<file path="src/rtl/sw_event_pkg.sv">
// sw_event_pkg: controller states, switch-PIO register map and default width
package sw_event_pkg;
  localparam int WIDTH_DEF = 18;
  localparam logic [1:0] PIO_DATA = 2'd0;
  localparam logic [1:0] PIO_MASK = 2'd2;
  localparam logic [1:0] PIO_EDGE = 2'd3;
  typedef enum logic [2:0] {INIT, IDLE, MASK, RD_CAP, CLR, RD_DAT, PUSH} state_t;
endpackage

</file>
<file path="src/rtl/sw_event_fifo.sv">
// sw_event_fifo: first-word-fall-through event queue; a push into a full queue only lands alongside a pop
module sw_event_fifo #(
  parameter int W = 36,
  parameter int DEPTH = 4
) (
  input  logic         clk,
  input  logic         reset,
  input  logic         in_valid,
  output logic         in_ready,
  input  logic [W-1:0] in_data,
  output logic         out_valid,
  input  logic         out_ready,
  output logic [W-1:0] out_data,
  output logic         full
);
  localparam int AW = $clog2(DEPTH);
  localparam int CW = $clog2(DEPTH + 1);
  logic [W-1:0] mem [DEPTH];
  logic [AW-1:0] wr_ptr, rd_ptr;
  logic [CW-1:0] count;
  logic push, pop;
  assign full = count == CW'(DEPTH);
  assign out_valid = count != '0;
  assign out_data = out_valid ? mem[rd_ptr] : '0;
  assign pop = out_valid && out_ready;
  assign in_ready = !full || pop;
  assign push = in_valid && in_ready;
  always_ff @(posedge clk)
    if (push) mem[wr_ptr] <= in_data;
  always_ff @(posedge clk or posedge reset)
    if (reset) begin
      wr_ptr <= '0;
      rd_ptr <= '0;
      count <= '0;
    end else begin
      wr_ptr <= push ? wr_ptr + AW'(1) : wr_ptr;
      rd_ptr <= pop ? rd_ptr + AW'(1) : rd_ptr;
      count <= count + CW'(push) - CW'(pop);
    end
endmodule

</file>
<file path="src/rtl/sw_event_ctrl.sv">
// sw_event_ctrl: services switch-PIO interrupts, reading and clearing edge_capture and queueing
// {capture, level} events; also forwards irq_mask updates to the PIO.
module sw_event_ctrl
  import sw_event_pkg::*;
#(
  parameter int WIDTH = WIDTH_DEF,
  parameter int DEPTH = 4,
  parameter logic [WIDTH-1:0] MASK_INIT = '1
) (
  input  logic             clk,
  input  logic             reset,
  output logic [1:0]       pio_address,
  output logic             pio_chipselect,
  output logic             pio_write_n,
  output logic [31:0]      pio_writedata,
  input  logic [31:0]      pio_readdata,
  input  logic             pio_irq,
  input  logic             enable,
  input  logic [WIDTH-1:0] cfg_mask,
  input  logic             cfg_mask_wr,
  output logic             evt_valid,
  input  logic             evt_ready,
  output logic [WIDTH-1:0] evt_capture,
  output logic [WIDTH-1:0] evt_level,
  output logic             ovf,
  input  logic             ovf_clr
);
  state_t state;
  logic pending, push, fifo_ready, fifo_full, unused_bits;
  logic [WIDTH-1:0] mask_q, cap;
  logic [2*WIDTH-1:0] head;
  assign push = state == PUSH && cap != '0;
  assign {evt_capture, evt_level} = head;
  assign unused_bits = ^{pio_readdata[31:WIDTH], fifo_full};
  // Bus outputs are registered as each state is entered, so every access lasts exactly one cycle
  always_ff @(posedge clk or posedge reset)
    if (reset) begin
      state <= INIT;
      pending <= 1'b0;
      mask_q <= '0;
      cap <= '0;
      ovf <= 1'b0;
      pio_address <= PIO_DATA;
      pio_chipselect <= 1'b0;
      pio_write_n <= 1'b1;
      pio_writedata <= '0;
    end else begin
      pio_address <= PIO_DATA;
      pio_chipselect <= 1'b0;
      pio_write_n <= 1'b1;
      pio_writedata <= '0;
      ovf <= (ovf && !ovf_clr) || (push && !fifo_ready);
      if (state == MASK) pending <= 1'b0;
      if (cfg_mask_wr) begin
        mask_q <= cfg_mask;
        pending <= 1'b1;
      end
      case (state)
        INIT: begin
          pio_address <= PIO_MASK;
          pio_chipselect <= 1'b1;
          pio_write_n <= 1'b0;
          pio_writedata <= 32'(MASK_INIT);
          state <= IDLE;
        end
        IDLE:
          if (pending) begin
            pio_address <= PIO_MASK;
            pio_chipselect <= 1'b1;
            pio_write_n <= 1'b0;
            pio_writedata <= 32'(mask_q);
            state <= MASK;
          end else if (pio_irq && enable) begin
            pio_address <= PIO_EDGE;
            pio_chipselect <= 1'b1;
            state <= RD_CAP;
          end
        MASK: state <= IDLE;
        RD_CAP: begin
          pio_address <= PIO_EDGE;
          pio_chipselect <= 1'b1;
          pio_write_n <= 1'b0;
          state <= CLR;
        end
        CLR: begin
          cap <= pio_readdata[WIDTH-1:0];
          pio_address <= PIO_DATA;
          pio_chipselect <= 1'b1;
          state <= RD_DAT;
        end
        RD_DAT: state <= PUSH;
        PUSH: state <= IDLE;
        default: state <= INIT;
      endcase
    end
  // Level is taken straight from the data read returning during PUSH
  sw_event_fifo #(.W(2 * WIDTH), .DEPTH(DEPTH)) u_fifo (
    .clk(clk),
    .reset(reset),
    .in_valid(push),
    .in_ready(fifo_ready),
    .in_data({cap, pio_readdata[WIDTH-1:0]}),
    .out_valid(evt_valid),
    .out_ready(evt_ready),
    .out_data(head),
    .full(fifo_full)
  );
endmodule

</file>
<file path="config.mk">
export PLATFORM = sky130hd
export DESIGN_NAME = sw_event_ctrl
export DESIGN_NICKNAME = d
export VERILOG_FILES = /design/src/rtl/sw_event_pkg.sv /design/src/rtl/sw_event_fifo.sv /design/src/rtl/sw_event_ctrl.sv
export SDC_FILE = /design/constraint.sdc
export NUM_CORES = 1
export LEC_CHECK = 0
export ABC_AREA = 0
export CAP_MARGIN = 25
export CORE_MARGIN = 10
export CORE_UTILIZATION = 53
export CTS_CLUSTER_SIZE = 40
export DETAILED_ROUTE_END_ITERATION = 10
export GPL_TIMING_DRIVEN = 0
export HOLD_SLACK_MARGIN = 0.06
export PLACE_DENSITY = 0.79
export SYNTH_ARGS = -nofsm -noshare
export SYNTH_HDL_FRONTEND = slang
export SYNTH_SLANG_ARGS = --single-unit
</file>
<file path="constraint.sdc">
create_clock -name clk -period 2.7 [get_ports clk]
set_input_delay 0.675 -clock clk [delete_from_list [all_inputs] [get_ports clk]]
set_output_delay 0.675 -clock clk [all_outputs]
set_load 0.05 [all_outputs]
</file>
---- Word-level counts from Yosys, hierarchy flattened ----
Memory sizes are Yosys's and may differ from the RTL's.
Cells that the tools add are included.
cells by class
  $add $sub $neg .......................... 4
  $mul .................................... 0
  divide/modulo/power cells ............... 0
  $lt $le $gt $ge ......................... 0
  equality and inequality tests ........... 8
  shifts and indexed selects .............. 0
  mux-type cells .......................... 18
  bitwise logic cells ..................... 0
  reductions and logical operators ........ 18
operators by type and width
  cell                                            count
  2-to-1 mux 36 bit                               1
  one-hot mux 18 bit (2 select lines)             1
  2-to-1 mux 18 bit                               1
  nonzero test 18 bit                             1
  one-hot mux 3 bit (5 select lines)              1
  == test 3 bit (second input constant)           4
  2-to-1 mux 1 bit                                7
  == test 3 x 2 -> 1 bit (second input constant)  2
  logical AND 1 bit                               6
  2-to-1 mux 3 bit                                2
  one-hot mux 2 bit (3 select lines)              1
  OR reduction 3 bit                              2
  adder 2 x 1 -> 2 bit (second input constant)    2
  2-to-1 mux 2 bit                                2
  one-hot mux 1 bit (2 select lines)              2
  adder 3 x 1 -> 3 bit                            1
  == test 3 x 1 -> 1 bit (second input constant)  1
  logical NOT 1 bit                               3
  logical NOT 3 bit                               1
  != test 3 bit (second input constant)           1
  nonzero test 3 bit                              1
  subtractor 3 x 1 -> 3 bit                       1
  logical OR 1 bit                                2
  nonzero test 2 bit                              1
  OR reduction 2 bit                              1
word-level totals
  bits in registers ....................... 84
  latch bits .............................. 0
  bits in writable memories ............... 144
  bits in read-only memories .............. 0
  bits of input ports ..................... 57
  output and inout bits ................... 74
  logic and storage cells ................. 61
  memories kept ........................... 1
memories
  memory      depth  width  read ports  clocked after Yosys merged registers in  wr ports  line                 source
  u_fifo.mem  4      36     1           0                                        1         sw_event_fifo.sv:18  logic [W-1:0] mem [DEPTH];

---- Longest topological paths before layout ----
  depth in word-level cells ............... 6
  depth in mapped cells ................... 9

---- Cells and area by module ----
A second synthesis with hierarchy kept.
unflattened totals
  cells, all modules ...................... 461
  area total of the unflattened synthesis .. 8458.1 um^2
modules (own cells, without submodules)
  module         times used  cells an instance  area an instance (um^2)  sequential area each (um^2)
  sw_event_fifo  1           267                5869.4                   4499.3
  sw_event_ctrl  1           194                2588.7                   1577.8

---- Worst setup path after synthesis ----
Ideal clock, no wire load.
  path kind ............................... input-to-reg
  start ................................... input evt_ready
  end ..................................... memory u_fifo.mem[0][0] (enable)
  library setup time ...................... 397 ps
  arrival time ............................ 2007 ps
  path slack .............................. 297 ps
  stages .................................. 4
  buffers on the path ..................... 0
  cells stage by stage .................... or4b_1 > nand2b_1 > a21oi_2 > and2_1
between the ends
  longest elaborated chain between the ends .. 5
RTL lines
  element                                 line                 source
  from (decl)                             sw_event_ctrl.sv:22  input logic evt_ready,
  logical AND 1 bit                       sw_event_fifo.sv:25  assign pop = out_valid && out_ready;
  logical OR 1 bit                        sw_event_fifo.sv:26  assign in_ready = !full || pop;
  logical AND 1 bit                       sw_event_fifo.sv:27  assign push = in_valid && in_ready;
  via u_fifo.push                         sw_event_fifo.sv:21  logic push, pop;
  2-to-1 mux 1 bit                        sw_event_fifo.sv:29  if (push) mem[wr_ptr] <= in_data;
  2-to-1 mux 1 bit (implied by the code)  sw_event_fifo.sv:29
  to (decl)                               sw_event_fifo.sv:18
The timed path passes the listed nets, and every way through them passes these cells.

---- Final worst setup path ----
  start ................................... register u_fifo.rd_ptr[0]
  end ..................................... output evt_level[6]
between the ends
  longest elaborated chain between the ends .. 2
RTL lines
  element                   line                 source
  from (decl)               sw_event_fifo.sv:19  logic [AW-1:0] wr_ptr, rd_ptr;
  from (signal assigned)    sw_event_fifo.sv:37  rd_ptr <= pop ? rd_ptr + AW'(1) : rd_ptr;
  memory read (4 x 36 bit)  n/a
  2-to-1 mux 36 bit         sw_event_fifo.sv:24  assign out_data = out_valid ? mem[rd_ptr] : '0;
  to (decl)                 sw_event_ctrl.sv:24  output logic [WIDTH-1:0] evt_level,
Every way passes these cells.

==> impl_metrics.env <==
export IMPL_status="complete, but fails checks"
export IMPL_violations="setup timing"
export IMPL_grt_pass1_wl_mm=27.6
export IMPL_min_period_over_period_pct=102
export IMPL_synthToLayoutAreaGrowth_pct=28.3
export IMPL_slew_viol_final=0
export IMPL_cts_sinks=214
export IMPL_period_minus_slack_ns=2.76
export IMPL_vias=4379
export IMPL_wl_mm=17.4
export IMPL_clock_latency_ns=0.51
export IMPL_ys_seq_area_share_pct=73.0
export IMPL_port_buffers=101
export IMPL_drtAntennaViolNets=0
export IMPL_ys_seq_elements=214
export IMPL_h_tree_depth=1
export IMPL_start_kind="flip-flop"
export IMPL_critPathArrivalTime_ns=2.09
export IMPL_cp_end_kind="output port"
export IMPL_synth_edf_count=144
export IMPL_synth_top_area_share_pct=51.9
export IMPL_dpl_cell_area_um2=9740
export IMPL_finalSetupViolCount=13
export IMPL_clk_pin_slew_ns=0.06
export IMPL_skew_ns=0.0251
export IMPL_grt_usage_pct=16.1
export IMPL_cts_root_buf="clkbuf_16"
export IMPL_yosysTopAreaCell="edfxtp_1"
export IMPL_setup_ws_ns=-0.0602
export IMPL_die_area_um2=21100
export IMPL_final_cell_area_um2=10700
export IMPL_ir_drop_uv=592
export IMPL_place_gp_congestion=0.714
export IMPL_start_util_pct=54.4
export IMPL_ios=131
export IMPL_fmax_mhz=362
export IMPL_overflow=0
export IMPL_maxSlewHeadroom_pct=41.1
export IMPL_yosys_warnings=0
export IMPL_crit_type="flip-flop to output port"
export IMPL_fin_util_pct=69.8
export IMPL_route_detailed_drc=0
export IMPL_placementRows=45
export IMPL_leakage_nw=4.12
export IMPL_stdcell_count=816
export IMPL_grt_max_degree=71
export IMPL_rsz0062_at_grt="true"
export IMPL_drtIter0Drc=364
export IMPL_cts_buffer_depth=3
export IMPL_synth_flop_cell="edfxtp_1"
export IMPL_crit_fanout=5
export IMPL_synth_area_um2=8330
export IMPL_hold_viol_final=0
export IMPL_die_h_um=145
export IMPL_tightest_slew_ns=0.884
export IMPL_drive_gt1_share_pct=36.5
export IMPL_dp_slack_ns=-0.413
export IMPL_n_antenna_cell=0
export IMPL_async_flop_share_pct=32.7
export IMPL_synth_cell_types=40
export IMPL_dr_pass1_iters=5
export IMPL_hold_path_startpoint="mask_q[1]"
export IMPL_syn_avg_cell_area_um2=19.0
export IMPL_cellPowerDensity_nw_per_um2=1260
export IMPL_final_nets=653
export IMPL_ff2ff_setup_slack_ns=0.17
export IMPL_cap_violations=0
export IMPL_critPathRequiredTime_ns=2.03
export IMPL_hold_slack_ns=0.477
export IMPL_synthTopCellsByArea="edfxtp_1 (52%), dfrtp_1 (21%), mux4_2 (9.7%)"
export IMPL_r2r_start="u_fifo.count[1]"
export IMPL_cts_buffers=22
export IMPL_core_area_um2=15300
export IMPL_routedWlPerCell_um=21.3
export IMPL_cts_tree="yes"
export IMPL_viasPerCell=5.37
export IMPL_hp_class="flip-flop to flip-flop"
export IMPL_die_x_um=145
export IMPL_dp_cells=768
export IMPL_antenna_found_initial=0
export IMPL_hold_buffers=0
export IMPL_postSynthCellCount=439
export IMPL_place_hpwl_mm=10.9
export IMPL_grt_pass1_vias=4907
export IMPL_worstSetupStartpoint="u_fifo.rd_ptr[0]"
routing by layer:
| layer | global-route usage (%) | share of wire, % |
|---|---|---|
| met2 | 27.2 | 51 |
| met5 | 0 | 0 |
| met4 | 3.69 | 1.5 |
| met3 | 5.25 | 8.5 |
| met1 | 19.8 | 39 |
synth_stat cells, drive strengths merged, types with 2 or more instances:
cell and instances:
clkbuf 7, buf 28, ha 6, nor3b 2, xnor2 4, nor2 4
nand2b 3, nand2 5, edfxtp 144, a21oi 2, nor4 3, and2 41
dfrtp 69, a21o 19, inv 9, mux4 36, nor3 3, mux2 37
placed cells by master (no fill, tap or decap), types with 18 or more instances in the layout:
cell / count
edfxtp_1: 144
dfrtp_1: 68
clkdlybuf4s50_1: 64
mux2_2: 36
mux4_2: 36
buf_4: 27
clkbuf_16: 24
a21o_1: 19
and2_4: 19
and2_1: 18
final cells by class:
cell class | instances | area [µm²]
clock inverter | 13 | 109
inverter | 9 | 36.3
clock buffer | 27 | 579
tap | 211 | 264
buffer | 35 | 307
timing repair buffer | 113 | 1200
sequential | 214 | 6080
multi-input combinational | 194 | 2110
fill | 1014 | 4630
registers in the layout, summed over array words and instances (netlist names), 2 cells and up:
| signal | flops |
|---|---|
| cap | 18 |
| mask_q | 18 |
| pio_address | 2 |
| pio_writedata | 18 |
| state | 3 |
| u_fifo.count | 3 |
| u_fifo.mem | 144 |
| u_fifo.rd_ptr | 2 |
| u_fifo.wr_ptr | 2 |
final timing paths:
| path | end | cells after the start |
|---|---|---|
| max | evt_level[6] | 5 |
| min | pio_writedata[1] | 1 |
| max reg2reg | u_fifo.count[2] | 9 |
| min reg2reg | pio_writedata[1] | 1 |
| max in group asynchronous | u_fifo.rd_ptr[0] | 2 |
| min in group asynchronous | pio_writedata[0] | 2 |
worst max-delay path: stages, from the launching register on:
cell and delay (ns):
dfrtp_2 0.41, buf_4 0.16, buf_16 0.13, mux4_2 0.54
and2_1 0.19, buf_6 0.15
per-stage QoR:
step / TNS, ns / total power, mW
after floorplan: 0 / 8.38
after global placement: -208.27 / 9.98
after detailed placement: -15.60 / 10.1
after CTS: -0.658 / 13.3
after global routing: -2.25 / 14.1
final: -0.207 / 13.5
kinds of logic after synthesis:
kind of cell | share of synthesized area (%)
flip-flops | 73.0
multiplexers | 14.9
AND/OR/NAND/NOR | 5.12
buffers and inverters | 2.90
AO/OA/AOI/OAI | 2.39
adder cells (fa/ha/maj) | 1.14
XOR/XNOR | 0.526
other | 0.0450
power breakdown:
part | switching (mW) | leakage [nW] | total [mW] | internal, mW
Combinational | 3.48 | 1.65 | 6.06 | 2.58
Sequential | 0.368 | 2.14 | 4.59 | 4.22
Clock | 1.21 | 0.336 | 2.85 | 1.63
Total | 5.06 | 4.12 | 13.5 | 8.44
timing repair:
item                       in CTS  in global routing
setup endpoints to repair      37                 34
gates cloned                    1                  2
pin swaps                       0                  9
gates resized for setup       267                 24
setup buffers                   3                  2
No activity file was read; power rests on OpenSTA's default activity.
